File: config.mk
export PLATFORM = sky130hd
export DESIGN_NAME = multi_clk_divider
export DESIGN_NICKNAME = d
export VERILOG_FILES = /design/src/rtl/clkdiv_pkg.sv /design/src/rtl/clk_div_channel.sv /design/src/rtl/multi_clk_divider.sv
export SDC_FILE = /design/constraint.sdc
export NUM_CORES = 2
export LEC_CHECK = 0
export CAP_MARGIN = 40
export CORE_AREA = 4 4 224 280
export DETAILED_ROUTE_END_ITERATION = 8
export DIE_AREA = 0 0 228 284
export GPL_TIMING_DRIVEN = 1
export PLACE_DENSITY = 0.81
export RECOVER_POWER = 100
export SLEW_MARGIN = 40
export SYNTH_ARGS = -nofsm -noshare
export SYNTH_HDL_FRONTEND = slang
export SYNTH_HIERARCHICAL = 1
export SYNTH_SLANG_ARGS = --single-unit
File: constraint.sdc
create_clock -name i_clk -period 5.1 [get_ports i_clk]
set_clock_uncertainty 0.1 [all_clocks]
set_input_delay 0.765 -clock i_clk [delete_from_list [all_inputs] [get_ports i_clk]]
set_output_delay 0.765 -clock i_clk [all_outputs]
set_load 0.05 [all_outputs]
File: src/rtl/clkdiv_pkg.sv
// clkdiv_pkg: shared constants and helpers for the multi-channel clock divider
package clkdiv_pkg;
    localparam int RST_PERIOD = 1;
    localparam int RST_HIGH = 1;
    function automatic int CH_IDX_W(input int n);
        return (n > 1) ? $clog2(n) : 1;
    endfunction
endpackage

File: src/rtl/clk_div_channel.sv
// clk_div_channel: one programmable divider channel with double-buffered period/high config
module clk_div_channel
    import clkdiv_pkg::*;
#(
    parameter int W = 32,
    parameter logic [W-1:0] DEF_P = W'(RST_PERIOD),
    parameter logic [W-1:0] DEF_H = W'(RST_HIGH)
) (
    input  logic         i_clk,
    input  logic         rst,
    input  logic         en,
    input  logic         sync,
    input  logic         wr,
    input  logic [W-1:0] wr_period,
    input  logic [W-1:0] wr_high,
    output logic         o_clk,
    output logic         o_tick,
    output logic         o_pending
);
    logic [W-1:0] cnt, act_p, act_h, sh_p, sh_h;
    logic [W-1:0] cnt_nx, act_p_nx, act_h_nx;
    logic run, pend, wrap, restart, apply;
    always_comb begin
        wrap     = cnt == act_p;
        restart  = !run || sync;
        apply    = pend && (!en || restart || wrap);
        act_p_nx = apply ? sh_p : act_p;
        act_h_nx = apply ? sh_h : act_h;
        cnt_nx   = (!en || restart || wrap) ? '0 : cnt + W'(1);
    end
    // a write on an applying edge lands in shadow and stays pending for the next boundary
    always_ff @(posedge i_clk or posedge rst) begin
        if (rst) begin
            cnt    <= '0;
            run    <= 1'b0;
            act_p  <= DEF_P;
            act_h  <= DEF_H;
            sh_p   <= DEF_P;
            sh_h   <= DEF_H;
            pend   <= 1'b0;
            o_clk  <= 1'b0;
            o_tick <= 1'b0;
        end else begin
            cnt   <= cnt_nx;
            run   <= en;
            act_p <= act_p_nx;
            act_h <= act_h_nx;
            if (wr) begin
                sh_p <= wr_period;
                sh_h <= wr_high;
            end
            pend   <= wr || (pend && !apply);
            o_clk  <= en && (cnt_nx < act_h_nx);
            o_tick <= en && (cnt_nx == act_p_nx);
        end
    end
    assign o_pending = pend;
endmodule

File: src/rtl/multi_clk_divider.sv
// multi_clk_divider: N-channel programmable clock divider with shared config port and sync
module multi_clk_divider
    import clkdiv_pkg::*;
#(
    parameter int N_CH = 4,
    parameter int W = 32,
    parameter logic [W-1:0] DEF_PERIOD = W'(RST_PERIOD),
    parameter logic [W-1:0] DEF_HIGH = W'(RST_HIGH)
) (
    input  logic                          i_clk,
    input  logic                          rst,
    input  logic [N_CH-1:0]               ch_en,
    input  logic                          sync_start,
    input  logic                          cfg_wr,
    input  logic [CH_IDX_W(N_CH)-1:0]     cfg_ch,
    input  logic [W-1:0]                  cfg_period,
    input  logic [W-1:0]                  cfg_high,
    output logic [N_CH-1:0]               o_clk,
    output logic [N_CH-1:0]               o_tick,
    output logic [N_CH-1:0]               o_pending
);
    localparam int CH_W = CH_IDX_W(N_CH);
    for (genvar i = 0; i < N_CH; i++) begin : g_ch
        clk_div_channel #(
            .W     (W),
            .DEF_P (DEF_PERIOD),
            .DEF_H (DEF_HIGH)
        ) u_ch (
            .i_clk     (i_clk),
            .rst       (rst),
            .en        (ch_en[i]),
            .sync      (sync_start),
            .wr        (cfg_wr && cfg_ch == CH_W'(i)),
            .wr_period (cfg_period),
            .wr_high   (cfg_high),
            .o_clk     (o_clk[i]),
            .o_tick    (o_tick[i]),
            .o_pending (o_pending[i])
        );
    end
endmodule

==> results.cfg <==
[sta]
fmax_ghz = 0.212
hold_violations = 0
setup_tns_ps = 0
worst_hold_slack_ps = 395
finalSetupViolCount = 0
min_period_ps = 4710
grt_setup_unrepaired = false
post-route-period-util_pct = 92.3
finalMaxSlewViolations = 829
slew_headroom_pct = -142
tightest_slew_ps = 3630

[route]
ant_nets = 0
drc = 0
post_drt_wl_per_cell_um = 26.8
finalWirelength_um = 100000
drt_iter0_drc = 2165
drtPass1Iterations = 6
via_per_inst = 6.26
vias = 23447

[die]
initial_core_util_pct = 55.9
row_count = 100
fp.dieH_um = 284
dieArea_um2 = 64800
ios = 86
dieWidth_um = 228
core_um2 = 59700

[logic_synthesis]
yosysWarnings = 6
synth_ff_type = dfrtp_1
synth-async-reset-ratio_pct = 100
syn-instance-count = 2822
synth-edff-count = 0
synth.ff_latch_count = 656
ys_seq_area_share_pct = 49.3
synth.distinct_cells = 85
syn_area_um2 = 33300
synthesis.nets = 3024
syn_avg_cell_area_um2 = 11.8

[worst_setup_path]
cp.arrival_ps = 5090
worstSetupEndpointType = flip-flop
criticalPathCategory = in2reg
worst_setup_path_start_kind = input pin
rr_endpoint = g_ch[0].u_ch/o_clk
reg2reg_from = g_ch[0].u_ch/act_p[7]
r2r_cells = 16
crit_required_ps = 5480
cp_max_fo = 23
r2r_slack_ps = 410

[final_layout]
multi_input_area_um2 = 15800
syn2layout_area_growth_pct = 11.8
drive_above_1_share_pct = 19.8
fill_cells = 4621
final_nets = 3123
ff_latch_area_um2 = 16400

[global_routing]
grt-ovfl-total = 0
grt_pass1_wl_um = 152000
grt_start_max_net_pins = 165
antenna_found_initial = 17
grt.total_usage_pct = 30.8
grt_pass1_vias = 24415

[cts]
cts_resized = 0
tritoncts = yes
htree_levels = 3
insertion_delay_ps = 610
ctsHoldBuffers = 0
post_cts_buffers = 0
cts-root-buf = clkbuf_16
clockBufferDepth = 3
cts.sinks = 656
clk_pin_slew_worst_paths_ps = 60
cts-buffers-inserted = 66

[pwr]
power_density_nw_per_um2 = 423
peakVddDrop_mv = 0.337
power.leakage_nw = 16.9
power_frac_comb_pct = 21.0
p_seq_share_pct = 47.3
p_int_mw = 10.9
swShare_pct = 30.7
clkPwrFrac_pct = 31.7
p_sw_mw = 4.85

[worst_hold_path]
hp-start = g_ch[0].u_ch/act_h[17]
holdPathEnd = g_ch[0].u_ch/act_h[17]
worstHoldPathCells = 2
hold_path_class = reg2reg

[job]
drv_cap = 14

[place]
place_congestion = 0.992
hpwl_um = 73600
portBuffers = 85

[status]
status = finished, violations left
failed_checks = capacitance limit, slew limit
[placed cells by master, fill, tap and decap left out, drive strengths merged, types with 13 or more instances in the layout]
master,n
dfrtp,640
mux2,389
nor2,209
xnor2,194
inv,155
mux2i,131
ha,128
clkbuf,121
xor2,97
nand2,92
nand4,91
nor4,77
clkdlybuf4s50,66
nor3,53
nand3,50
o21ai,44
a21oi,44
a21o,39
buf,32
dlygate4sd3,19
nor2b,18
o221ai,17
or4,17
dfstp,16
clkinv,15
and4,14
and3,14
o211ai,13
[area by class of cell]
cell class / count / share of cell area, %
Sequential cell: 656 / 44.1
Multi-Input combinational cell: 1896 / 42.3
Clock buffer: 100 / 5.42
Timing Repair Buffer: 141 / 3.30
Tap cell: 765 / 2.57
Inverter: 160 / 1.63
Clock inverter: 20 / 0.601
Antenna cell: 10 / 0.0671
[how the worst max path moves through the flow]
stage,from,endpoint,slack (ps),depth (start not counted)
6_report,sync_start,g_ch[2].u_ch/o_clk,390,10
5_1_grt,rst,g_ch[0].u_ch/cnt[17],120,4
4_1_cts,g_ch[1].u_ch/cnt[7],g_ch[1].u_ch/o_clk,510,14
3_5_place_dp,sync_start,g_ch[0].u_ch/o_clk,320,13
3_3_place_gp,sync_start,g_ch[1].u_ch/o_clk,440,13
2_1_floorplan,g_ch[0].u_ch/cnt[20],g_ch[0].u_ch/o_clk,920,18
[cell usage after synthesis (all sizes together) (4+ instances only)]
| master | number | share of area (%) |
|---|---|---|
| nor3 | 53 | 0.86 |
| xnor2 | 194 | 5.1 |
| or3 | 9 | 0.17 |
| and3 | 14 | 0.27 |
| o221ai | 17 | 0.45 |
| nand4 | 91 | 2.0 |
| o31ai | 6 | 0.14 |
| a211oi | 11 | 0.25 |
| a2bb2oi | 6 | 0.16 |
| buf | 46 | 0.74 |
| clkbuf | 64 | 0.85 |
| dfstp | 16 | 1.3 |
| xnor3 | 7 | 0.50 |
| a31oi | 10 | 0.19 |
| nor4 | 77 | 1.7 |
| a21oi | 44 | 0.66 |
| nor2b | 18 | 0.34 |
| mux2 | 389 | 13 |
| or4 | 17 | 0.42 |
| a2111oi | 10 | 0.34 |
| xor2 | 97 | 2.5 |
| o2111ai | 9 | 0.24 |
| nor3b | 11 | 0.26 |
| a22o | 4 | 0.11 |
| a32oi | 6 | 0.16 |
| nand3b | 10 | 0.23 |
| o21ai | 44 | 0.67 |
| inv | 157 | 1.8 |
| o22ai | 11 | 0.21 |
| and4 | 14 | 0.37 |
| nand3 | 50 | 0.80 |
| a221oi | 9 | 0.24 |
| a2111o | 4 | 0.14 |
| o211ai | 13 | 0.29 |
| a21o | 39 | 0.88 |
| nor4b | 4 | 0.11 |
| ha | 128 | 4.8 |
| nor2 | 209 | 2.4 |
| dfrtp | 640 | 48 |
| o211a | 4 | 0.12 |
| mux2i | 131 | 3.9 |
| xor3 | 5 | 0.37 |
| nand2 | 92 | 1.1 |
[flip-flops by register name (all words and copies together), names as in the netlist]
signal and count:
g_ch.u_ch/sh_p 128, g_ch.u_ch/o_clk 4, g_ch.u_ch/o_pending 4, g_ch.u_ch/act_h 128
g_ch.u_ch/cnt 128, g_ch.u_ch/run 4, g_ch.u_ch/act_p 128, g_ch.u_ch/o_tick 4
g_ch.u_ch/sh_h 128
[metal layers]
metal | up-vias | track usage [%] | share of wire, %
met4 | 4 | 15.3 | 5.7
met5 | - | 0 | 0.020
met2 | 917 | 50.5 | 48
met1 | 11966 | 39.5 | 40
li1 | 10304 | - | -
met3 | 256 | 5.39 | 6.9
[kinds of logic (layout without fill, tap and decap cells)]
logic type | Yosys count | in the layout | synth area share (%)
compound gates | 265 | 265 | 5.73
xor+xnor | 303 | 303 | 8.53
fa+ha+maj | 128 | 128 | 4.80
buf+inv | 270 | 421 | 3.39
flops | 656 | 656 | 49.3
mux | 520 | 520 | 17.1
other cells | 0 | 10 | 0
simple gates | 680 | 680 | 11.2
[power groups by stage]
stage / registers (mW) / clock network (mW) / logic (mW)
finish: 7.46 / 4.99 / 3.32
global route: 7.58 / 5.29 / 3.63
CTS: 7.44 / 5.08 / 3.33
detailed placement: 7.52 / 0 / 3.30
global placement: 7.46 / 0 / 3.16
floorplan: 7.07 / 0 / 2.40
[worst max-delay path, stage by stage]
cell and delay [ps]:
dlygate4sd3_1 780, nor2_1 250, o21ai_0 200, nand2_4 380, clkbuf_1 570, clkbuf_1 1050
mux2i_1 260, ha_1 360, nand4_1 90, o311a_1 360
[per-stage QoR]
stage / util, % / instance area, um2 / worst slack, ps / total power, mW / cells
after global routing: 62.4 / 37300 / 125 / 16.5 / 3738
after floorplan: - / 33400 / 923 / 9.47 / 2822
after global placement: 59.0 / 35200 / 440 / 10.6 / 3615
final: 62.5 / 37300 / 391 / 15.8 / 3748
after detailed placement: 59.0 / 35200 / 324 / 10.8 / 3617
after CTS: 62.8 / 37500 / 510 / 15.8 / 3737
No activity file was read; power rests on OpenSTA's default activity.
